`src/rtl/m2vsidetx.sv`:
```
// m2vsidetx: side-information sequencer for m2vside1.
// Takes picture/macroblock headers over valid/ready, serialises them onto the
// shared s0_data bus as one-cycle pulses, then paces six
// pre_block_start/block_start pairs against blk_rdy.
module m2vsidetx #(
   parameter int MVH_WIDTH = 16,
   parameter int MVV_WIDTH = 15,
   parameter int MBX_WIDTH = 6,
   parameter int MBY_WIDTH = 5
) (
   input  logic                 clk,
   input  logic                 reset,
   input  logic                 pic_valid,
   output logic                 pic_ready,
   input  logic                 pic_iframe,
   input  logic                 pic_qstype,
   input  logic [1:0]           pic_dcprec,
   input  logic                 mb_valid,
   output logic                 mb_ready,
   input  logic                 mb_mv_en,
   input  logic                 mb_intra,
   input  logic [5:0]           mb_pattern,
   input  logic [MVH_WIDTH-1:0] mb_mv_h,
   input  logic [MVV_WIDTH-1:0] mb_mv_v,
   input  logic [MBX_WIDTH-1:0] mb_x,
   input  logic [MBY_WIDTH-1:0] mb_y,
   input  logic [4:0]           mb_qscode,
   input  logic                 blk_rdy,
   output logic [MVH_WIDTH-1:0] s0_data,
   output logic                 pict_valid,
   output logic                 mvec_h_valid,
   output logic                 mvec_v_valid,
   output logic                 s0_valid,
   output logic [MBX_WIDTH-1:0] s0_mb_x,
   output logic [MBY_WIDTH-1:0] s0_mb_y,
   output logic [4:0]           s0_mb_qscode,
   output logic                 pre_block_start,
   output logic                 block_start,
   output logic                 busy
);

   typedef enum logic [2:0] {
      S_IDLE, S_PIC, S_MVH, S_MVV, S_HDR, S_WAIT, S_PRE, S_START
   } state_t;

   state_t                       state_q;
   logic [2:0]                   cnt_q;
   logic [MVH_WIDTH-1:0]         s0_data_q;
   logic                         pict_q, mvh_vld_q, mvv_vld_q, s0v_q;
   logic                         pre_q, bs_q, busy_q;
   logic [MBX_WIDTH-1:0]         mbx_q;
   logic [MBY_WIDTH-1:0]         mby_q;
   logic [4:0]                   qsc_q;

   // Header fields captured at accept; pure data, never reset.
   logic [3:0]                   pic_hdr_q;
   logic                         intra_q;
   logic [5:0]                   pat_q;
   logic signed [MVH_WIDTH-1:0]  mvh_q;
   logic signed [MVV_WIDTH-1:0]  mvv_q;

   logic idle, pic_acc, mb_acc;

   // Vertical MV is narrower than the bus; replicate its sign bit upward.
   function automatic logic [MVH_WIDTH-1:0] sext_mvv(input logic signed [MVV_WIDTH-1:0] v);
      logic signed [MVH_WIDTH-1:0] w;
      w = MVH_WIDTH'(v);
      return w;
   endfunction

   // {intra, pattern} on the low 7 bits, upper bits forced to zero.
   function automatic logic [MVH_WIDTH-1:0] pack_hdr(input logic intra, input logic [5:0] pat);
      return MVH_WIDTH'({intra, pat});
   endfunction

   assign idle    = (state_q == S_IDLE);
   assign pic_acc = idle & pic_valid;
   assign mb_acc  = idle & mb_valid & ~pic_valid;

   assign pic_ready       = idle;
   assign mb_ready        = idle & ~pic_valid;
   assign s0_data         = s0_data_q;
   assign pict_valid      = pict_q;
   assign mvec_h_valid    = mvh_vld_q;
   assign mvec_v_valid    = mvv_vld_q;
   assign s0_valid        = s0v_q;
   assign s0_mb_x         = mbx_q;
   assign s0_mb_y         = mby_q;
   assign s0_mb_qscode    = qsc_q;
   assign pre_block_start = pre_q;
   assign block_start     = bs_q;
   assign busy            = busy_q;

   // Capture header payloads on the accept edge for later serialisation.
   always_ff @(posedge clk) begin
      if (pic_acc) begin
         pic_hdr_q <= {pic_iframe, pic_qstype, pic_dcprec};
      end
      if (mb_acc) begin
         intra_q <= mb_intra;
         pat_q   <= mb_pattern;
         mvh_q   <= mb_mv_h;
         mvv_q   <= mb_mv_v;
      end
   end

   // Sequencer: state, block counter and every registered output.
   always_ff @(posedge clk) begin
      if (reset) begin
         state_q   <= S_IDLE;
         cnt_q     <= '0;
         s0_data_q <= '0;
         pict_q    <= 1'b0;
         mvh_vld_q <= 1'b0;
         mvv_vld_q <= 1'b0;
         s0v_q     <= 1'b0;
         pre_q     <= 1'b0;
         bs_q      <= 1'b0;
         busy_q    <= 1'b0;
         mbx_q     <= '0;
         mby_q     <= '0;
         qsc_q     <= '0;
      end else begin
         // Pulses and the shared bus default to quiet every cycle.
         s0_data_q <= '0;
         pict_q    <= 1'b0;
         mvh_vld_q <= 1'b0;
         mvv_vld_q <= 1'b0;
         s0v_q     <= 1'b0;
         pre_q     <= 1'b0;
         bs_q      <= 1'b0;
         case (state_q)
            S_IDLE: begin
               if (pic_valid) begin
                  state_q <= S_PIC;
                  busy_q  <= 1'b1;
               end else if (mb_valid) begin
                  state_q <= mb_mv_en ? S_MVH : S_HDR;
                  busy_q  <= 1'b1;
                  mbx_q   <= mb_x;
                  mby_q   <= mb_y;
                  qsc_q   <= mb_qscode;
               end
            end
            S_PIC: begin
               pict_q    <= 1'b1;
               s0_data_q <= MVH_WIDTH'(pic_hdr_q);
               state_q   <= S_IDLE;
               busy_q    <= 1'b0;
            end
            S_MVH: begin
               mvh_vld_q <= 1'b1;
               s0_data_q <= mvh_q;
               state_q   <= S_MVV;
            end
            S_MVV: begin
               mvv_vld_q <= 1'b1;
               s0_data_q <= sext_mvv(mvv_q);
               state_q   <= S_HDR;
            end
            S_HDR: begin
               s0v_q     <= 1'b1;
               s0_data_q <= pack_hdr(intra_q, pat_q);
               cnt_q     <= '0;
               state_q   <= S_WAIT;
            end
            S_WAIT: begin
               if (blk_rdy) begin
                  state_q <= S_PRE;
               end
            end
            S_PRE: begin
               pre_q   <= 1'b1;
               state_q <= S_START;
            end
            S_START: begin
               bs_q <= 1'b1;
               if (cnt_q == 3'd5) begin
                  state_q <= S_IDLE;
                  busy_q  <= 1'b0;
               end else begin
                  cnt_q   <= cnt_q + 3'd1;
                  state_q <= S_WAIT;
               end
            end
            default: begin
               state_q <= S_IDLE;
               busy_q  <= 1'b0;
            end
         endcase
      end
   end

endmodule

```
`config.mk`:
```
export PLATFORM = sky130hd
export DESIGN_NAME = m2vsidetx
export DESIGN_NICKNAME = d
export VERILOG_FILES = /design/src/rtl/m2vsidetx.sv
export SDC_FILE = /design/constraint.sdc
export NUM_CORES = 1
export LEC_CHECK = 0
export CAP_MARGIN = 20
export CORE_ASPECT_RATIO = 1.75
export CORE_MARGIN = 8
export CORE_UTILIZATION = 41
export DETAILED_ROUTE_END_ITERATION = 8
export PLACE_DENSITY_LB_ADDON = 0.05
export SLEW_MARGIN = 20
export SYNTH_ARGS = -nofsm -noshare
export SYNTH_HDL_FRONTEND = slang
export SYNTH_SLANG_ARGS = --single-unit
```
`constraint.sdc`:
```
create_clock -name clk -period 3.2 [get_ports clk]
set_input_delay 0.64 -clock clk [delete_from_list [all_inputs] [get_ports clk]]
set_output_delay 0.64 -clock clk [all_outputs]
set_load 0.005 [all_outputs]
```
==> metrics.txt <==
reg2reg end=mvv_q[0]; FFs w/ async S/R, synth=0%; slew margin rel.=65.2%; Yosys reg bits=87; Worst path top cell family by delay=buffers and inverters; Yosys warning total=0; Syn Std Cell Area=0.00328 mm^2; status=complete, no violations; final worst path period need=2.87 ns; Hold EP=s0_mb_y[4]; num ports=105; total congestion overflow=0; Chip Width=83.6 um; Reg2Reg Depth=4; kind of start point of the critical path=primary input; Most common cell on crit path=clkdlybuf4s50_1; routed vias/inst=5.10; Reg clk slew, reported paths=0.05 ns; Hold-fix buffers, CTS=0; CTS tree=built; DRC viols=0; CP peak stage delay=between 0.5 and 0.6 ns; maximum VDD drop=372 uV; Slowest-stage cell, CP=clkdlybuf4s50_1; CP cell instances=clkdlybuf4s50_1, or4_4, clkinv_4, clkdlybuf4s50_1; Cells after Synth=276; postcts setup bufs=0; 1st-iter DRT viols=around 210; Post-synth EDFFs=42; buffers and inverters on the worst path=3; Setup Total Neg Slack=0 ns; Clk Latency, worst-skew pair=0.33 ns; Setup CP Type=in2out; Arr. time, crit path=2.23 ns; Fin. Hold Viols=0; Row Count=43; Pleak=1.64 nW; R2R setup slack=1.45 ns; total CTS buffers=9; Seq/Total Area, Yosys=between 60% and 70%; worst r2r src=state_q[0]; GP Congestion=0.717; Max Fanout on Critical Path=18; die height=approximately 130 um; share of cells above drive strength 1=6.02%; dpl hpwl=5.37 mm; Max-cap violations=0; H-tree levels=3; Tot Pwr=approximately 2.7 mW; final setup fails=0; Setup Skew=0.00523 ns; worst slew pin tran=roughly 0.52 ns; WP depth=4; Layout area overhead=42.6%; pin count of the biggest net entering global routing=39; routed wire length=7.26 mm; Setup crit end kind=primary output; Worst EP required=2.56 ns; routed length per instance=approximately 15 um; post-cts gate resize count=0; Hold/Removal Path Class=reg2reg; DRT Pass-1 Iters=4; All-Layer GR Usage=approximately an eighth; period utilisation layout=89.8%; initial antenna violation count=0; Cells on Worst Hold Path=2; first-pass GRT wire length=~12 mm; syn nets=about 340; PD cells=about 580 mW/mm^2; hold path start=s0_mb_y[4]; Starting Density=41.8%; area of the die=0.0112 mm^2; nets=443; RSZ-0062 raised after global routing=false; clk root buf=clkbuf_16; Final ANT Viol Nets=0; clock buffer depth=2; Antenna diodes=0; core area=around 0.0079 mm^2; Port Buffer Count=104; vias in the first global route=2543; clock sinks=87; synth unique cells=43; via count=2406; Achievable Freq=348 MHz; main flop type after synthesis=dfxtp_1; Pins Over Slew Limit=0; syn_area_per_cell=11.9 um^2
[worst max path at each step]
stage | from | to
5_1_grt | pic_valid | mb_ready
2_1_floorplan | mb_valid | intra_q
3_5_place_dp | pic_valid | mb_ready
6_report | pic_valid | mb_ready
4_1_cts | pic_valid | mb_ready
3_3_place_gp | pic_valid | mb_ready
[cell type report]
type | instances | area, um^2
Fill cell | 670 | 3180
Sequential cell | 87 | 2160
Timing Repair Buffer | 111 | 1110
Multi-Input combinational cell | 161 | 987
Clock buffer | 13 | 240
Tap cell | 90 | 113
Clock inverter | 3 | 37.5
Inverter | 7 | 31.3
[synthesized netlist by cell type (2+ instances only)]
cell type | instances | share of area, %
nand3_1 | 17 | 2.6
a21oi_1 | 27 | 4.1
buf_6 | 2 | 0.69
buf_2 | 2 | 0.31
nor2_1 | 15 | 1.7
nor3_1 | 5 | 0.76
ha_1 | 2 | 0.76
a21boi_0 | 2 | 0.46
edfxtp_1 | 42 | 38
nand2b_1 | 7 | 1.3
nand2_1 | 10 | 1.1
clkbuf_1 | 15 | 1.7
a21o_1 | 2 | 0.46
a221oi_1 | 2 | 0.53
dfxtp_1 | 45 | 27
inv_1 | 6 | 0.69
and3b_1 | 7 | 1.9
nand3b_1 | 9 | 2.1
o21ai_0 | 25 | 3.8
mux2i_1 | 9 | 2.7
a32oi_1 | 2 | 0.53
o221ai_1 | 2 | 0.53
[flip-flops by register name (all words and copies together), names as in the netlist]
register / flops
s0_mb_x: 6
s0_valid: 1
intra_q: 1
mvec_h_valid: 1
mvec_v_valid: 1
pat_q: 6
pict_valid: 1
pic_hdr_q: 4
s0_data: 16
block_start: 1
busy: 1
mvv_q: 15
pre_block_start: 1
s0_mb_y: 5
s0_mb_qscode: 5
state_q: 3
mvh_q: 16
cnt_q: 3
[cell usage in the layout (no fill, tap or decap), drive strengths merged, types with 2 or more instances in the layout]
master and n:
and3b 7, a21o 2, nor2 15, ha 2
clkdlybuf4s50 104, o21ai 25, mux2i 9, a32oi 2
a21oi 27, o221ai 2, nand2b 7, nand3b 9
nand2 10, clkbuf 13, nand3 17, edfxtp 42
clkinv 3, a221oi 2, nor3 5, o21ba 2
inv 6, buf 7, a21boi 2, dfxtp 45
[stage by stage]
stage	hold WS, ns	cell area (um^2)	utilization (%)	setup WS (ns)	cells
global placement	0.458	4400	56.0	0.363	456
global route	0.490	4680	59.5	0.272	472
detailed placement	0.467	4400	56.0	0.330	456
floorplan	0.453	3280	-	0.532	276
finish	0.473	4680	59.5	0.327	472
CTS	0.476	4680	59.5	0.324	472
[routing by layer]
layer,global-route usage (%),vias to the layer above,wire length (um)
met5,0,-,0
met4,6.37,0,143
met3,5.59,11,629
met2,22.4,80,3710
met1,13.8,1107,2780
li1,-,1208,-
[where the power goes]
| part | internal [mW] | switching, mW |
|---|---|---|
| clock network | 0.600 | 0.366 |
| logic | 0.244 | 0.233 |
| registers | 1.26 | 0.0250 |
[worst reg2reg max path: cells and delay by family, from the launching register on]
family	cells	cell delay [ns]
AND/OR/NAND/NOR	2	0.67
buffers and inverters	2	0.45
flip-flops	1	0.31
[logic make-up after synthesis]
| kind of cell | after synthesis | share of synthesized area (%) |
|---|---|---|
| DFF | 87 | 65.9 |
| and+or+nand+nor | 76 | 12.9 |
| AOI/OAI and AO/OA | 74 | 13.5 |
| buffers and inverters | 28 | 4.23 |
| muxes | 9 | 2.75 |
| adders and majority gates | 2 | 0.763 |
No activity file was read; power rests on OpenSTA's default activity.
